`src/rtl/mem_port_arbiter_if.sv`:
```
// Fetch, load/store and memory-side signals of the shared memory port.
// slave is the arbiter's view; master is the requester/memory side.
interface mem_port_arbiter_if;
    logic        i_rd_en_i;
    logic [31:0] i_addr_i;
    logic [31:0] i_data_o;
    logic        i_ack_o;
    logic        d_rd_en_i;
    logic        d_wr_en_i;
    logic [31:0] d_addr_i;
    logic [31:0] d_data_i;
    logic [31:0] d_data_o;
    logic        d_ack_o;
    logic        mem_rd_en_o;
    logic        mem_wr_en_o;
    logic [31:0] mem_addr_o;
    logic [31:0] mem_data_o;
    logic [31:0] mem_data_i;
    logic        mem_ack_i;
    logic        err_o;

    modport slave (
        input  i_rd_en_i, i_addr_i,
        input  d_rd_en_i, d_wr_en_i, d_addr_i, d_data_i,
        input  mem_data_i, mem_ack_i,
        output i_data_o, i_ack_o, d_data_o, d_ack_o,
        output mem_rd_en_o, mem_wr_en_o, mem_addr_o, mem_data_o,
        output err_o
    );

    modport master (
        output i_rd_en_i, i_addr_i,
        output d_rd_en_i, d_wr_en_i, d_addr_i, d_data_i,
        output mem_data_i, mem_ack_i,
        input  i_data_o, i_ack_o, d_data_o, d_ack_o,
        input  mem_rd_en_o, mem_wr_en_o, mem_addr_o, mem_data_o,
        input  err_o
    );
endinterface

```
`src/rtl/mem_port_arbiter.sv`:
```
// Round-robin arbiter sharing one word memory between fetch and load/store.
// One transaction at a time: IDLE -> ACCESS -> RESP, with optional ack timeout.
module mem_port_arbiter #(
    parameter bit USE_MEM_ACK = 1'b1,
    parameter int ACK_TIMEOUT = 16
) (
    input logic               clk,
    input logic               rst_n,
    mem_port_arbiter_if.slave bus
);

    typedef enum logic [1:0] {IDLE, ACCESS, RESP} state_t;

    localparam int CW = $clog2(ACK_TIMEOUT + 1);

    state_t        state_q, state_d;
    logic          gnt_d_q;
    logic          wr_q;
    logic          last_d_q;
    logic [31:0]   addr_q;
    logic [31:0]   wdata_q;
    logic [31:0]   i_data_q;
    logic [31:0]   d_data_q;
    logic [CW-1:0] cnt_q;
    logic          err_q;

    logic          i_req;
    logic          d_req;
    logic          pick_d;
    logic          done;
    logic          tmo;
    logic [31:0]   rdata;

    always_comb begin
        i_req   = bus.i_rd_en_i;
        d_req   = bus.d_rd_en_i | bus.d_wr_en_i;
        // on a tie the port that did not win last time goes first
        pick_d  = d_req & (~i_req | ~last_d_q);
        done    = 1'b0;
        tmo     = 1'b0;
        state_d = state_q;
        unique case (state_q)
            IDLE: begin
                if (i_req | d_req) state_d = ACCESS;
            end
            ACCESS: begin
                done = !USE_MEM_ACK || bus.mem_ack_i;
                tmo  = USE_MEM_ACK && !bus.mem_ack_i &&
                       (cnt_q == CW'(ACK_TIMEOUT - 1));
                if (done || tmo) state_d = RESP;
            end
            RESP: begin
                state_d = IDLE;
            end
            default: begin
                state_d = IDLE;
            end
        endcase
        rdata = done ? bus.mem_data_i : 32'h0;
    end

    always_ff @(posedge clk) begin
        if (!rst_n) begin
            state_q  <= IDLE;
            gnt_d_q  <= 1'b0;
            wr_q     <= 1'b0;
            last_d_q <= 1'b1;
            addr_q   <= 32'h0;
            wdata_q  <= 32'h0;
            i_data_q <= 32'h0;
            d_data_q <= 32'h0;
            cnt_q    <= '0;
            err_q    <= 1'b0;
        end else begin
            state_q <= state_d;
            if (state_q == IDLE && (i_req || d_req)) begin
                gnt_d_q  <= pick_d;
                wr_q     <= pick_d & bus.d_wr_en_i;
                addr_q   <= pick_d ? bus.d_addr_i : bus.i_addr_i;
                wdata_q  <= bus.d_data_i;
                last_d_q <= pick_d;
                cnt_q    <= '0;
            end else if (state_q == ACCESS) begin
                cnt_q <= cnt_q + 1'b1;
            end
            if ((done || tmo) && !wr_q) begin
                if (gnt_d_q) d_data_q <= rdata;
                else         i_data_q <= rdata;
            end
            if (tmo) err_q <= 1'b1;
        end
    end

    logic in_acc;
    assign in_acc = (state_q == ACCESS);

    assign bus.mem_rd_en_o = in_acc & ~wr_q;
    assign bus.mem_wr_en_o = in_acc & wr_q;
    assign bus.mem_addr_o  = in_acc ? addr_q : 32'h0;
    assign bus.mem_data_o  = in_acc ? wdata_q : 32'h0;
    assign bus.i_ack_o     = (state_q == RESP) & ~gnt_d_q;
    assign bus.d_ack_o     = (state_q == RESP) & gnt_d_q;
    assign bus.i_data_o    = i_data_q;
    assign bus.d_data_o    = d_data_q;
    assign bus.err_o       = err_q;

endmodule

```
`src/flat_wrapper.sv`:
```
// flat-port wrapper written by rule: the top's interface ports become plain ports
module mem_port_arbiter_flat 
#(
    parameter bit USE_MEM_ACK = 1'b1,
    parameter int ACK_TIMEOUT = 16
)
  (clk, rst_n, bus_i_rd_en_i, bus_i_addr_i, bus_d_rd_en_i, bus_d_wr_en_i, bus_d_addr_i, bus_d_data_i, bus_mem_data_i, bus_mem_ack_i, bus_i_data_o, bus_i_ack_o, bus_d_data_o, bus_d_ack_o, bus_mem_rd_en_o, bus_mem_wr_en_o, bus_mem_addr_o, bus_mem_data_o, bus_err_o);
  mem_port_arbiter_if bus_i ();
  input logic clk;
  input logic rst_n;
  input wire logic [$bits(bus_i.i_rd_en_i)-1:0] bus_i_rd_en_i;
  input wire logic [$bits(bus_i.i_addr_i)-1:0] bus_i_addr_i;
  input wire logic [$bits(bus_i.d_rd_en_i)-1:0] bus_d_rd_en_i;
  input wire logic [$bits(bus_i.d_wr_en_i)-1:0] bus_d_wr_en_i;
  input wire logic [$bits(bus_i.d_addr_i)-1:0] bus_d_addr_i;
  input wire logic [$bits(bus_i.d_data_i)-1:0] bus_d_data_i;
  input wire logic [$bits(bus_i.mem_data_i)-1:0] bus_mem_data_i;
  input wire logic [$bits(bus_i.mem_ack_i)-1:0] bus_mem_ack_i;
  output wire logic [$bits(bus_i.i_data_o)-1:0] bus_i_data_o;
  output wire logic [$bits(bus_i.i_ack_o)-1:0] bus_i_ack_o;
  output wire logic [$bits(bus_i.d_data_o)-1:0] bus_d_data_o;
  output wire logic [$bits(bus_i.d_ack_o)-1:0] bus_d_ack_o;
  output wire logic [$bits(bus_i.mem_rd_en_o)-1:0] bus_mem_rd_en_o;
  output wire logic [$bits(bus_i.mem_wr_en_o)-1:0] bus_mem_wr_en_o;
  output wire logic [$bits(bus_i.mem_addr_o)-1:0] bus_mem_addr_o;
  output wire logic [$bits(bus_i.mem_data_o)-1:0] bus_mem_data_o;
  output wire logic [$bits(bus_i.err_o)-1:0] bus_err_o;
  assign bus_i.i_rd_en_i = bus_i_rd_en_i;
  assign bus_i.i_addr_i = bus_i_addr_i;
  assign bus_i.d_rd_en_i = bus_d_rd_en_i;
  assign bus_i.d_wr_en_i = bus_d_wr_en_i;
  assign bus_i.d_addr_i = bus_d_addr_i;
  assign bus_i.d_data_i = bus_d_data_i;
  assign bus_i.mem_data_i = bus_mem_data_i;
  assign bus_i.mem_ack_i = bus_mem_ack_i;
  assign bus_i_data_o = bus_i.i_data_o;
  assign bus_i_ack_o = bus_i.i_ack_o;
  assign bus_d_data_o = bus_i.d_data_o;
  assign bus_d_ack_o = bus_i.d_ack_o;
  assign bus_mem_rd_en_o = bus_i.mem_rd_en_o;
  assign bus_mem_wr_en_o = bus_i.mem_wr_en_o;
  assign bus_mem_addr_o = bus_i.mem_addr_o;
  assign bus_mem_data_o = bus_i.mem_data_o;
  assign bus_err_o = bus_i.err_o;
  mem_port_arbiter #(.USE_MEM_ACK(USE_MEM_ACK), .ACK_TIMEOUT(ACK_TIMEOUT)) u_core (.clk(clk), .rst_n(rst_n), .bus(bus_i));
endmodule
```
`config.mk`:
```
export PLATFORM = sky130hd
export DESIGN_NAME = mem_port_arbiter_flat
export DESIGN_NICKNAME = d
export VERILOG_FILES = /design/src/rtl/mem_port_arbiter_if.sv /design/src/rtl/mem_port_arbiter.sv /design/src/flat_wrapper.sv
export SDC_FILE = /design/constraint.sdc
export NUM_CORES = 1
export LEC_CHECK = 0
export CAP_MARGIN = 20
export CORE_UTILIZATION = 37
export CTS_CLUSTER_SIZE = 25
export DETAILED_ROUTE_END_ITERATION = 8
export PLACE_DENSITY = 0.87
export SYNTH_ARGS = -nofsm -noshare
export SYNTH_HDL_FRONTEND = slang
export SYNTH_SLANG_ARGS = --single-unit
```
`constraint.sdc`:
```
create_clock -name clk -period 1.98 [get_ports clk]
set_clock_uncertainty 0.15 [all_clocks]
set_input_delay 0.198 -clock clk [delete_from_list [all_inputs] [get_ports clk]]
set_output_delay 0.198 -clock clk [all_outputs]
set_load 0.01 [all_outputs]
```
# [Word level (Yosys, flattened, before mapping)]
# Cells that the tools add are included.
[word_totals] register_bits=139 inputBits=134 out_inout_bits=133 wordCells=52
[op_classes] n_addsub=1 n_eq_ne=5 n_mux=9 bitwise_logic=14 n_reduce_logical=13
[op_table] operator="two-way mux 32 bit" n=4
[op_table] operator="bitwise AND 1 bit" n=6
[op_table] operator="AND reduction 2 bit" n=3
[op_table] operator="adder 5 x 1 -> 5 bit (second input constant)" n=1
[op_table] operator="equality test 5 x 4 -> 1 bit (second input constant)" n=1
[op_table] operator="inverter 1 bit" n=5
[op_table] operator="two-way mux 2 bit" n=2
[op_table] operator="one-hot mux 2 bit (2 select lines)" n=1
[op_table] operator="logical AND 1 bit" n=3
[op_table] operator="logical OR 1 bit" n=3
[op_table] operator="bitwise OR 1 bit" n=3
[op_table] operator="equality test 2 x 1 -> 1 bit (second input constant)" n=1
[op_table] operator="equality test 2 bit (second input constant)" n=1
[op_table] operator="logical NOT 1 bit" n=2
[op_table] operator="logical NOT 2 bit" n=1
[op_table] operator="two-way mux 1 bit" n=2
[op_table] operator="inequality test 2 x 1 -> 1 bit (second input constant)" n=1
[op_table] operator="inequality test 2 bit (second input constant)" n=1
[op_table] operator="OR reduction 2 bit" n=1

# [Depth between registers and ports, before layout]
# Gate-level depths: netlist (run 1).
[logic_depth] depth_word=6 depth_mapped=8 depth_no_buf=6

# [Worst setup path before layout (run 1)]
# No wires, ideal clock.
[synth_path] kind="reg2reg" from="register u_core.cnt_q[0]" to="register u_core.d_data_q[10] (netlist: u_core.bus.d_data_o[10])" setup_ps=118 t_arrival_ps=1743 required_ps=1712 path_slack_ps=-32 path_stages_with_launch=9 path_buffers=2 period_less_slack_ps=2012 cell_sequence="dfxtp_1 > ha_1 > and3_1 > ha_1 > nor2_1 > or4b_4 > buf_6 > buf_12 > mux2i_1"
[synth_between] elab_chain_len=6
[synth_lines] element="from (decl)" line_no="mem_port_arbiter.sv:24" source="logic [CW-1:0] cnt_q;"
[synth_lines] element="from (signal assigned)" line_no="mem_port_arbiter.sv:84" source="cnt_q <= cnt_q + 1'b1;"
[synth_lines] element="equality test 5 x 4 -> 1 bit" line_no="mem_port_arbiter.sv:49" source="(cnt_q == CW'(ACK_TIMEOUT - 1));"
[synth_lines] element="logical AND 1 bit" line_no="mem_port_arbiter.sv:48" source="tmo = USE_MEM_ACK && !bus.mem_ack_i &&"
[synth_lines] element="two-way mux 1 bit" line_no="mem_port_arbiter.sv:42" source="unique case (state_q)"
[synth_lines] element="logical OR 1 bit" line_no="mem_port_arbiter.sv:86" source="if ((done || tmo) && !wr_q) begin"
[synth_lines] element="logical AND 1 bit" line_no="mem_port_arbiter.sv:86"
[synth_lines] element="AND reduction 2 bit (no source line)"
[synth_lines] element="to (signal assigned)" line_no="mem_port_arbiter.sv:87" source="if (gnt_d_q) d_data_q <= rdata;"
[synth_lines] element="to (decl)" line_no="mem_port_arbiter.sv:23" source="logic [31:0] d_data_q;"
# No other way between the ends.
# A chain may end at the register's enable or synchronous reset.

# [Worst setup path in the final report (run 1)]
[layout_path] from="register u_core.cnt_q[1]" to="register u_core.d_data_q[23] (netlist: u_core.bus.d_data_o[23])"
# Same word-level chain as after synthesis.

==> results of run 1 <==
-- flip-flops by register name, summed over array words and instances (netlist names) --
name	count
u_core.bus.i_data_o	32
u_core.state_q	2
u_core.last_d_q	1
u_core.addr_q	32
u_core.bus.d_data_o	32
u_core.gnt_d_q	1
u_core.bus.err_o	1
u_core.cnt_q	5
u_core.wdata_q	32
u_core.wr_q	1
-- timing repair --
action	CTS	global route
setup buffers	5	0
hold buffers	1	0
resized for setup	186	77
hold endpoints to repair	2	0
setup endpoints to repair	132	101
gates cloned	5	4
-- stage by stage --
step / instance area, um2 / util [%] / hold slack (ps) / setup WS (ps)
2_1_floorplan: 5670 / - / 149 / 9.56
3_3_place_gp: 8660 / 58.9 / 285 / -77.3
3_5_place_dp: 8660 / 58.9 / 289 / -134
4_1_cts: 9290 / 63.2 / 195 / -23.6
5_1_grt: 9370 / 63.7 / 210 / -95.7
6_report: 9370 / 63.7 / 217 / -36.0
-- per-layer routing --
metal	vias to the layer above	part of all wire (%)	wire length [um]	GRT usage (%)
li1	2467	-	-	-
met1	2371	41	6900	24.2
met2	201	50	8370	36.2
met3	20	7.8	1320	6.76
met4	0	1.6	271	7.17
met5	-	0	0	0
-- power breakdown --
group	leakage, nW	switching (mW)	total [mW]	internal (mW)
sequential	1.14	0.0928	3.07	2.98
combinational	2.76	0.596	1.42	0.827
clock	0.285	1.24	3.09	1.85
-- logic make-up (layout without fill, tap and decap cells) --
family / count (synthesis) / in the layout / share of synthesized area (%)
adders and majority gates: 2 / 2 / 0.443
muxes: 96 / 96 / 17.0
buffers and inverters: 49 / 344 / 5.05
xor gates and xnor gates: 2 / 2 / 0.310
DFF: 139 / 139 / 49.2
AOI/OAI and AO/OA: 76 / 76 / 11.5
and+or+nand+nor: 185 / 185 / 16.5
-- worst max-delay path by stage --
| stage | endpoint | slack [ps] | cells after the start |
|---|---|---|---|
| after global routing | u_core.bus.d_data_o[28] | -100 | 7 |
| after global placement | u_core.bus.i_data_o[31] | -80 | 7 |
| after detailed placement | u_core.bus.i_data_o[2] | -130 | 7 |
| after floorplan | u_core.bus.d_data_o[10] | 10 | 8 |
| final | u_core.bus.d_data_o[23] | -40 | 7 |
| after CTS | u_core.bus.d_data_o[12] | -20 | 7 |
-- critical path: cells and delay by family, from the launching register on --
kind / cells / cell delay (ps)
adders and majority gates: 2 / 270
buffers and inverters: 1 / 210
DFF: 1 / 360
muxes: 1 / 140
and+or+nand+nor: 3 / 770
-- cell usage in the layout, fill, tap and decap left out, types with 2 or more instances in the layout --
| master | synthesis | final |
|---|---|---|
| buf_12 | 3 | 13 |
| ha_4 | 0 | 2 |
| a21oi_1 | 2 | 2 |
| clkbuf_16 | 0 | 21 |
| nor2_1 | 6 | 5 |
| dfxtp_1 | 139 | 135 |
| buf_16 | 0 | 4 |
| buf_2 | 12 | 30 |
| clkdlybuf4s15_1 | 0 | 8 |
| o31ai_1 | 2 | 2 |
| dfxtp_2 | 0 | 4 |
| and2_4 | 0 | 12 |
| nand2_1 | 99 | 99 |
| and2_1 | 65 | 53 |
| inv_6 | 0 | 4 |
| clkdlybuf4s50_1 | 0 | 197 |
| clkbuf_2 | 0 | 22 |
| o2bb2ai_1 | 32 | 32 |
| a22o_1 | 33 | 33 |
| buf_4 | 0 | 23 |
| nor3b_1 | 2 | 2 |
| buf_6 | 5 | 5 |
| mux2i_1 | 96 | 96 |
| clkinv_2 | 0 | 2 |
| clkinv_4 | 0 | 3 |
| dlygate4sd2_1 | 0 | 3 |
| clkbuf_8 | 0 | 3 |
-- layout make-up --
| type | count | share of cell area (%) |
|---|---|---|
| Multi-Input combinational cell | 361 | 28.7 |
| Tap cell | 184 | 2.46 |
| Timing Repair Buffer | 311 | 32.9 |
| Sequential cell | 139 | 29.8 |
| Inverter | 1 | 0.0401 |
| Clock buffer | 21 | 5.02 |
| Clock inverter | 11 | 1.16 |
==> results.cfg, run 1 <==
[worst_setup_path]
cp_cell_sequence = ha_4, and3_4, ha_4, nor2_2, or4b_4, buf_12, mux2i_1
r2r_slack_ps = -40
cpMaxStageDelayCell = or4b_4
rr_endpoint = u_core.bus.d_data_o[23]
critPathMaxFanout = 23
startpoint_type = register
required_ps = 2120
end_kind = register
cp-startpoint = u_core.cnt_q[1]
worstRegToRegCells = 7
path_class = reg -> reg
cp_slowest_stage_delay_ps = 540
cp_common_cell = ha_4
worst_ep_arrival_time_ps = 2160
r2r_start = u_core.cnt_q[1]

[run]
max_cap_viol_count = 0

[status]
status = complete, but fails checks
failed_checks = DRC, setup timing

[clocking]
clk_latency_ps = 410
cts_made_buffers = 17
cts.sinks = 139
htreeDepth = 4
cts_tree = built
clockBufferDepth = 2
clk_pin_slew_worst_paths_ps = 60
cts_root_buf = clkbuf_16

[floorplan]
die-area_um2 = 15800
fp-row-count = 44
die_h_um = 126
die_w_um = 126
start_util_pct = 38.5
core-area_um2 = 14700
io_pins = 267

[sta]
slew_headroom_pct = 76.4
tns_ps = -688
max_freq_mhz = 496
setup_viol = 28
fin_crit_ps = 2020
final_hold_viol_count = 0
fin_ws_ps = -36.0
rsz0062_at_grt = true
fin_crit_sh_pct = 102
drv_slew = 0
worstMarginPinSlew_ps = 351

[final_layout]
final_cells = 1028
drive_above_1_share_pct = 19.0
antenna-diode-count = 0
nets = 967
regArea_um2 = 2790
fillers = 1149
multi_input_area_um2 = 2690
area_delta_synth_final_pct = 65.7

[grt]
antenna_found_initial = 0
grt_pass1_wl_mm = 25.8
grt_max_degree = 36
grtUsageTotal_pct = 20.9
grt_remaining_overflow = 0
first_global_vias = 4962

[synthesis]
synth_top_cell_area_share_pct = 49.2
synth-async-reset-ratio_pct = 0
synth_area_leaders = dfxtp_1 (49%), mux2i_1 (17%), and2_1 (7.2%)
syn_inst = 549
yosysMostFrequentCell = dfxtp_1
yosys_warnings = 0
yosysSeqAreaShare_pct = 49.2
syn_avg_cell_area_um2 = 10.3
syn_nets = 685
synth_cell_types = 39
ys.flop_type = dfxtp_1
synth_area_leader_cell = dfxtp_1
synth_area_um2 = 5650
synth_common_cells = dfxtp_1 (139), nand2_1 (99), mux2i_1 (96), and2_1 (65), a22o_1 (33)
synth-edff-count = 0
ys_ff_latch = 139

[detailed_routing]
num_vias = 5059
wl_per_cell_um = 16.4
drc = 18
drt-total-wl_mm = 16.9
antenna_left = 0
drtPass1Iterations = 8
drt_iter0_markers = 216
routed_via_density = 4.92

[power_and_ir_drop]
power_density_nw_per_um2 = 809
p_total_mw = 7.58
peakVddDrop_mv = 0.658
leakagePower_nw = 4.18

[place]
dp.cells = 982
io_buffers = 266
gp_congestion = 0.749
dp_hpwl_mm = 11.2

[hold_path]
hold_path_class = in -> reg
hold_start = bus_d_data_i[21]
hold_depth = 2
whs_endpoint = u_core.wdata_q[21]
Note: power is estimated with default switching activity, not from simulation.
==> run 2: changes to the inputs <==
Settings changed: CORE_UTILIZATION 37 to 43, PLACE_DENSITY 0.87 to 0.95.
Clock period 1.98 ns to 2.4 ns, I/O delays scaled along.
==> run 2 against run 1 <==
The flow now finishes without violations. Sequential share of layout area is 0.83 points higher. Die area shrank 14%. Worst setup slack improved by 130 ps. Final cell count shrank 3.8%. Routed wire length shrank 4.8%. Final area decreased by 2.8%. First-iteration DRC count is 42% higher. Global-route usage rose by 2.5 points. Sequential power fell by 17%. Critical path type is now reg -> out. Highest routed layer unchanged.
==> results.cfg, run 2 (synthesis results as in run 1) <==
[status]
status = complete, no violations

[worst_setup_path]
end_kind = primary output
r2r_slack_ps = 160
rr_endpoint = u_core.bus.i_data_o[1]
startpoint_type = register
r2r_start = u_core.cnt_q[0]
worst_ep_arrival_time_ps = 1910
worstRegToRegCells = 7
critPathMaxFanout = 34
path_class = reg -> out
required_ps = 2010

[final_layout]
final_cell_mix = clkdlybuf4s50_1 (265), dfxtp_1 (138), nand2_1 (99)
final_cell_area_um2 = 9100
area_delta_synth_final_pct = 61.0
antenna-diode-count = 0
final_common_cell = clkdlybuf4s50_1
drive_above_1_share_pct = 6.98
fillers = 879
nets = 941

[clocking]
clockBufferDepth = 2
clk_latency_ps = 410
cts_tree = built
post_cts.repair.setup_buffers = 0
cts_made_buffers = 17
cts.sinks = 139
clk_pin_slew_worst_paths_ps = 60
cts_root_buf = clkbuf_16
htreeDepth = 4

[power_and_ir_drop]
power_density_nw_per_um2 = 682
p_total_mw = 6.20
leakagePower_nw = 3.80
peakVddDrop_mv = 0.500

[hold_path]
hold_start = bus_mem_data_i[15]
hold_path_class = in -> reg
hold_depth = 3
whs_endpoint = u_core.bus.i_data_o[15]

[sta]
slew_headroom_pct = 57.4
final_hold_viol_count = 0
fin_crit_sh_pct = 95.9
holdWs_ps = 256
fin_ws_ps = 98.2
max_freq_mhz = 434
tns_ps = 0
drv_slew = 0
rsz0062_at_grt = false
setup_viol = 0
worstMarginPinSlew_ps = 640
fin_crit_ps = 2300

[place]
io_buffers = 266
dp_slack_ps = 130
dp_hpwl_mm = 11.6
gp_congestion = 0.834
placed_area_um2 = 8490

[floorplan]
start_util_pct = 44.4
core-area_um2 = 12700
die_w_um = 117
die-area_um2 = 13600
die_h_um = 117
fp-row-count = 41
io_pins = 267

[detailed_routing]
drc = 0
routed_via_density = 5.01
drt-total-wl_mm = 16.1
drtPass1Iterations = 4
num_vias = 4950
drt_iter0_markers = 306
antenna_left = 0
wl_per_cell_um = 16.2

[grt]
grtUsageTotal_pct = 23.4
grt_remaining_overflow = 0
met3_usage_pct = 8.56
antenna_found_initial = 0
grt_pass1_wl_mm = 24.1
grt_max_degree = 66
met2_usage_pct = 41.3
first_global_vias = 4913
use_met1_pct = 25.0
top_usage_layer = met2

[run]
max_cap_viol_count = 0
run 2: final cells by class:
cell class	instances	area (um2)	area share [%]
clock buffers	20	457	5.02
repair buffers	285	2880	31.6
multi-input cells	361	2620	28.8
clock inverters	11	144	1.58
flip-flops and latches	139	2780	30.6
inverters	1	3.75	0.0412
well taps	172	215	2.36
run 2: metal layers:
layer | vias to the layer above | share of wire (%)
li1 | 2412 | -
met1 | 2297 | 40
met2 | 215 | 49
met3 | 26 | 9.0
met4 | 0 | 2.2
met5 | - | 0
run 2: worst max-delay path by stage:
stage | startpoint | slack, ps | cells past startpoint | to
finish | u_core.state_q[1] | 100 | 4 | bus_mem_addr_o[27]
global route | u_core.state_q[1] | 10 | 4 | bus_mem_addr_o[27]
CTS | u_core.state_q[1] | 70 | 4 | bus_mem_addr_o[27]
floorplan | u_core.cnt_q[0] | 390 | 8 | u_core.bus.d_data_o[10]
global placement | bus_d_wr_en_i | 220 | 6 | u_core.wdata_q[6]
detailed placement | bus_d_rd_en_i | 130 | 6 | u_core.wdata_q[12]
run 2: what timing repair did:
| item | CTS | global route |
|---|---|---|
| endpoints found under the hold margin | 1 | 0 |
| setup endpoints to repair | 1 | 0 |
| hold buffers | 1 | 0 |
| resized for setup | 1 | 0 |
run 2: metrics by stage:
step	instances	utilization (%)
after floorplan	549	-
after global placement	957	66.7
after detailed placement	957	66.7
after CTS	989	71.5
after global routing	989	71.5
final	989	71.5
run 2: worst max-delay path, stage by stage, from the launching register on:
cell	delay, ps
dfxtp_2	380
nor2b_4	190
buf_12	190
and2_1	170
clkdlybuf4s50_1	560
run 2: power by group:
| group | leakage (nW) | switching, mW | internal (mW) |
|---|---|---|---|
| clock network | 0.284 | 0.969 | 1.68 |
| registers | 1.13 | 0.0846 | 2.46 |
| logic | 2.38 | 0.436 | 0.580 |
==> run 3: changes to the inputs <==
==> constraint.sdc (replaced) <==
create_clock -name clk -period 2.4 [get_ports clk]
set_clock_uncertainty 0.15 [all_clocks]
set_input_delay 0.36 -clock clk [delete_from_list [all_inputs] [get_ports clk]]
set_output_delay 0.36 -clock clk [all_outputs]
set_load 0.01 [all_outputs]
==> run 3 against run 2 <==
Maximum frequency decreased by 2.7%. Hold slack got worse by 13 ps. Clock-buffer cell count increased by 2. Via count about the same. Critical path depth unchanged. Largest cell class unchanged. Final area increased by 1.9%. Critical path type unchanged. Global-route usage increased by 0.082 points. Core utilization increased by 1.3 points.
==> results.cfg, run 3 (synthesis results as in run 1) <==
[status]
status = complete, no violations

[floorplan]
io_pins = 267
die-area_um2 = 13600
core-area_um2 = 12700
die_w_um = 117
start_util_pct = 44.4
fp-row-count = 41
die_h_um = 117

[detailed_routing]
antenna_left = 0
drc = 0
routed_via_density = 5.01
drt_iter0_markers = 297
num_vias = 4948
drtPass1Iterations = 5
drt-total-wl_mm = 16.4
wl_per_cell_um = 16.6

[final_layout]
post-route-util_pct = 72.9
drive_above_1_share_pct = 6.86
antenna-diode-count = 0
final_cell_area_um2 = 9270
nets = 939
final_cells = 988
area_delta_synth_final_pct = 64.0
final_cell_mix = clkdlybuf4s50_1 (204), dfxtp_1 (139), nand2_1 (99)
final_common_cell = clkdlybuf4s50_1

[sta]
fin_crit_ps = 2360
slew_headroom_pct = 55.7
fin_crit_sh_pct = 98.5
tns_ps = 0
final_hold_viol_count = 0
worstMarginPinSlew_ps = 665
holdWs_ps = 243
max_freq_mhz = 423
setup_viol = 0
drv_slew = 0

[grt]
grtUsageTotal_pct = 23.5
grt_max_degree = 67
first_global_vias = 4729
grt_remaining_overflow = 0
antenna_found_initial = 0
grt_pass1_wl_mm = 24.2

[clocking]
cts_made_buffers = 17
cts.sinks = 139
clk_latency_ps = 410
clk_pin_slew_worst_paths_ps = 60
cts_hold_buf = 0
cts_tree = built
clockBufferDepth = 2
htreeDepth = 4
cts_root_buf = clkbuf_16

[place]
placed_area_um2 = 8500
dp.cells = 956
gp_congestion = 0.771
io_buffers = 266
dp_hpwl_mm = 11.6

[worst_setup_path]
critPathMaxFanout = 32
worst_ep_arrival_time_ps = 1850
startpoint_type = register
required_ps = 1890
worstRegToRegCells = 6
path_class = reg -> out
end_kind = primary output

[run]
max_cap_viol_count = 0

[power_and_ir_drop]
peakVddDrop_mv = 0.444
leakagePower_nw = 4.86
power_density_nw_per_um2 = 675

[hold_path]
hold_path_class = in -> reg
hold_depth = 4
## run 3: what timing repair did
action	4_1_cts	5_1_grt
setup endpoints to repair	34	58
buffers inserted	0	0
gates resized for setup	6	58
endpoints found under the hold margin	0	0
## run 3: layout make-up
class                           count  area [um2]
Inverter                            1        3.75
Multi-Input combinational cell    361        2620
Tap cell                          172         215
Clock inverter                     10         138
Timing Repair Buffer              283        3030
Clock buffer                       22         484
Fill cell                         899        3450
Sequential cell                   139        2780
## run 3: report_power, final
part | total, mW | internal (mW) | switching [mW]
clock | 2.71 | 1.74 | 0.966
combinational | 1.01 | 0.571 | 0.438
sequential | 2.54 | 2.46 | 0.0811
## run 3: critical path, cell delays in order (launching register included)
cell             delay, ps
dfxtp_1                330
nor2b_4                200
buf_12                 180
and2_1                 160
clkdlybuf4s50_1        560
## run 3: metal layers
layer | track usage, % | part of all wire [%] | vias to the layer above
met4 | 9.70 | 2.3 | 0
met1 | 25.7 | 39 | 2289
met3 | 8.67 | 9.0 | 30
met5 | 0 | 0 | -
li1 | - | - | 2408
met2 | 40.9 | 50 | 221
## run 3: path summary, 6_finish.rpt
| kind | end | slack, ps | start |
|---|---|---|---|
| hold reg to reg | u_core.addr_q[4] | 300 | u_core.addr_q[4] |
| hold / removal | u_core.cnt_q[0] | 240 | rst_n |
| setup / recovery | bus_mem_data_o[12] | 40 | u_core.state_q[0] |
| setup reg to reg | u_core.bus.d_data_o[31] | 130 | u_core.cnt_q[0] |
## run 3: through the flow
step / total power [mW] / setup slack (ps)
after floorplan: 3.06 / 388
after global placement: 3.58 / 181
after detailed placement: 3.60 / 104
after CTS: 6.32 / -0.355
after global routing: 6.50 / -52.8
final: 6.26 / 35.3
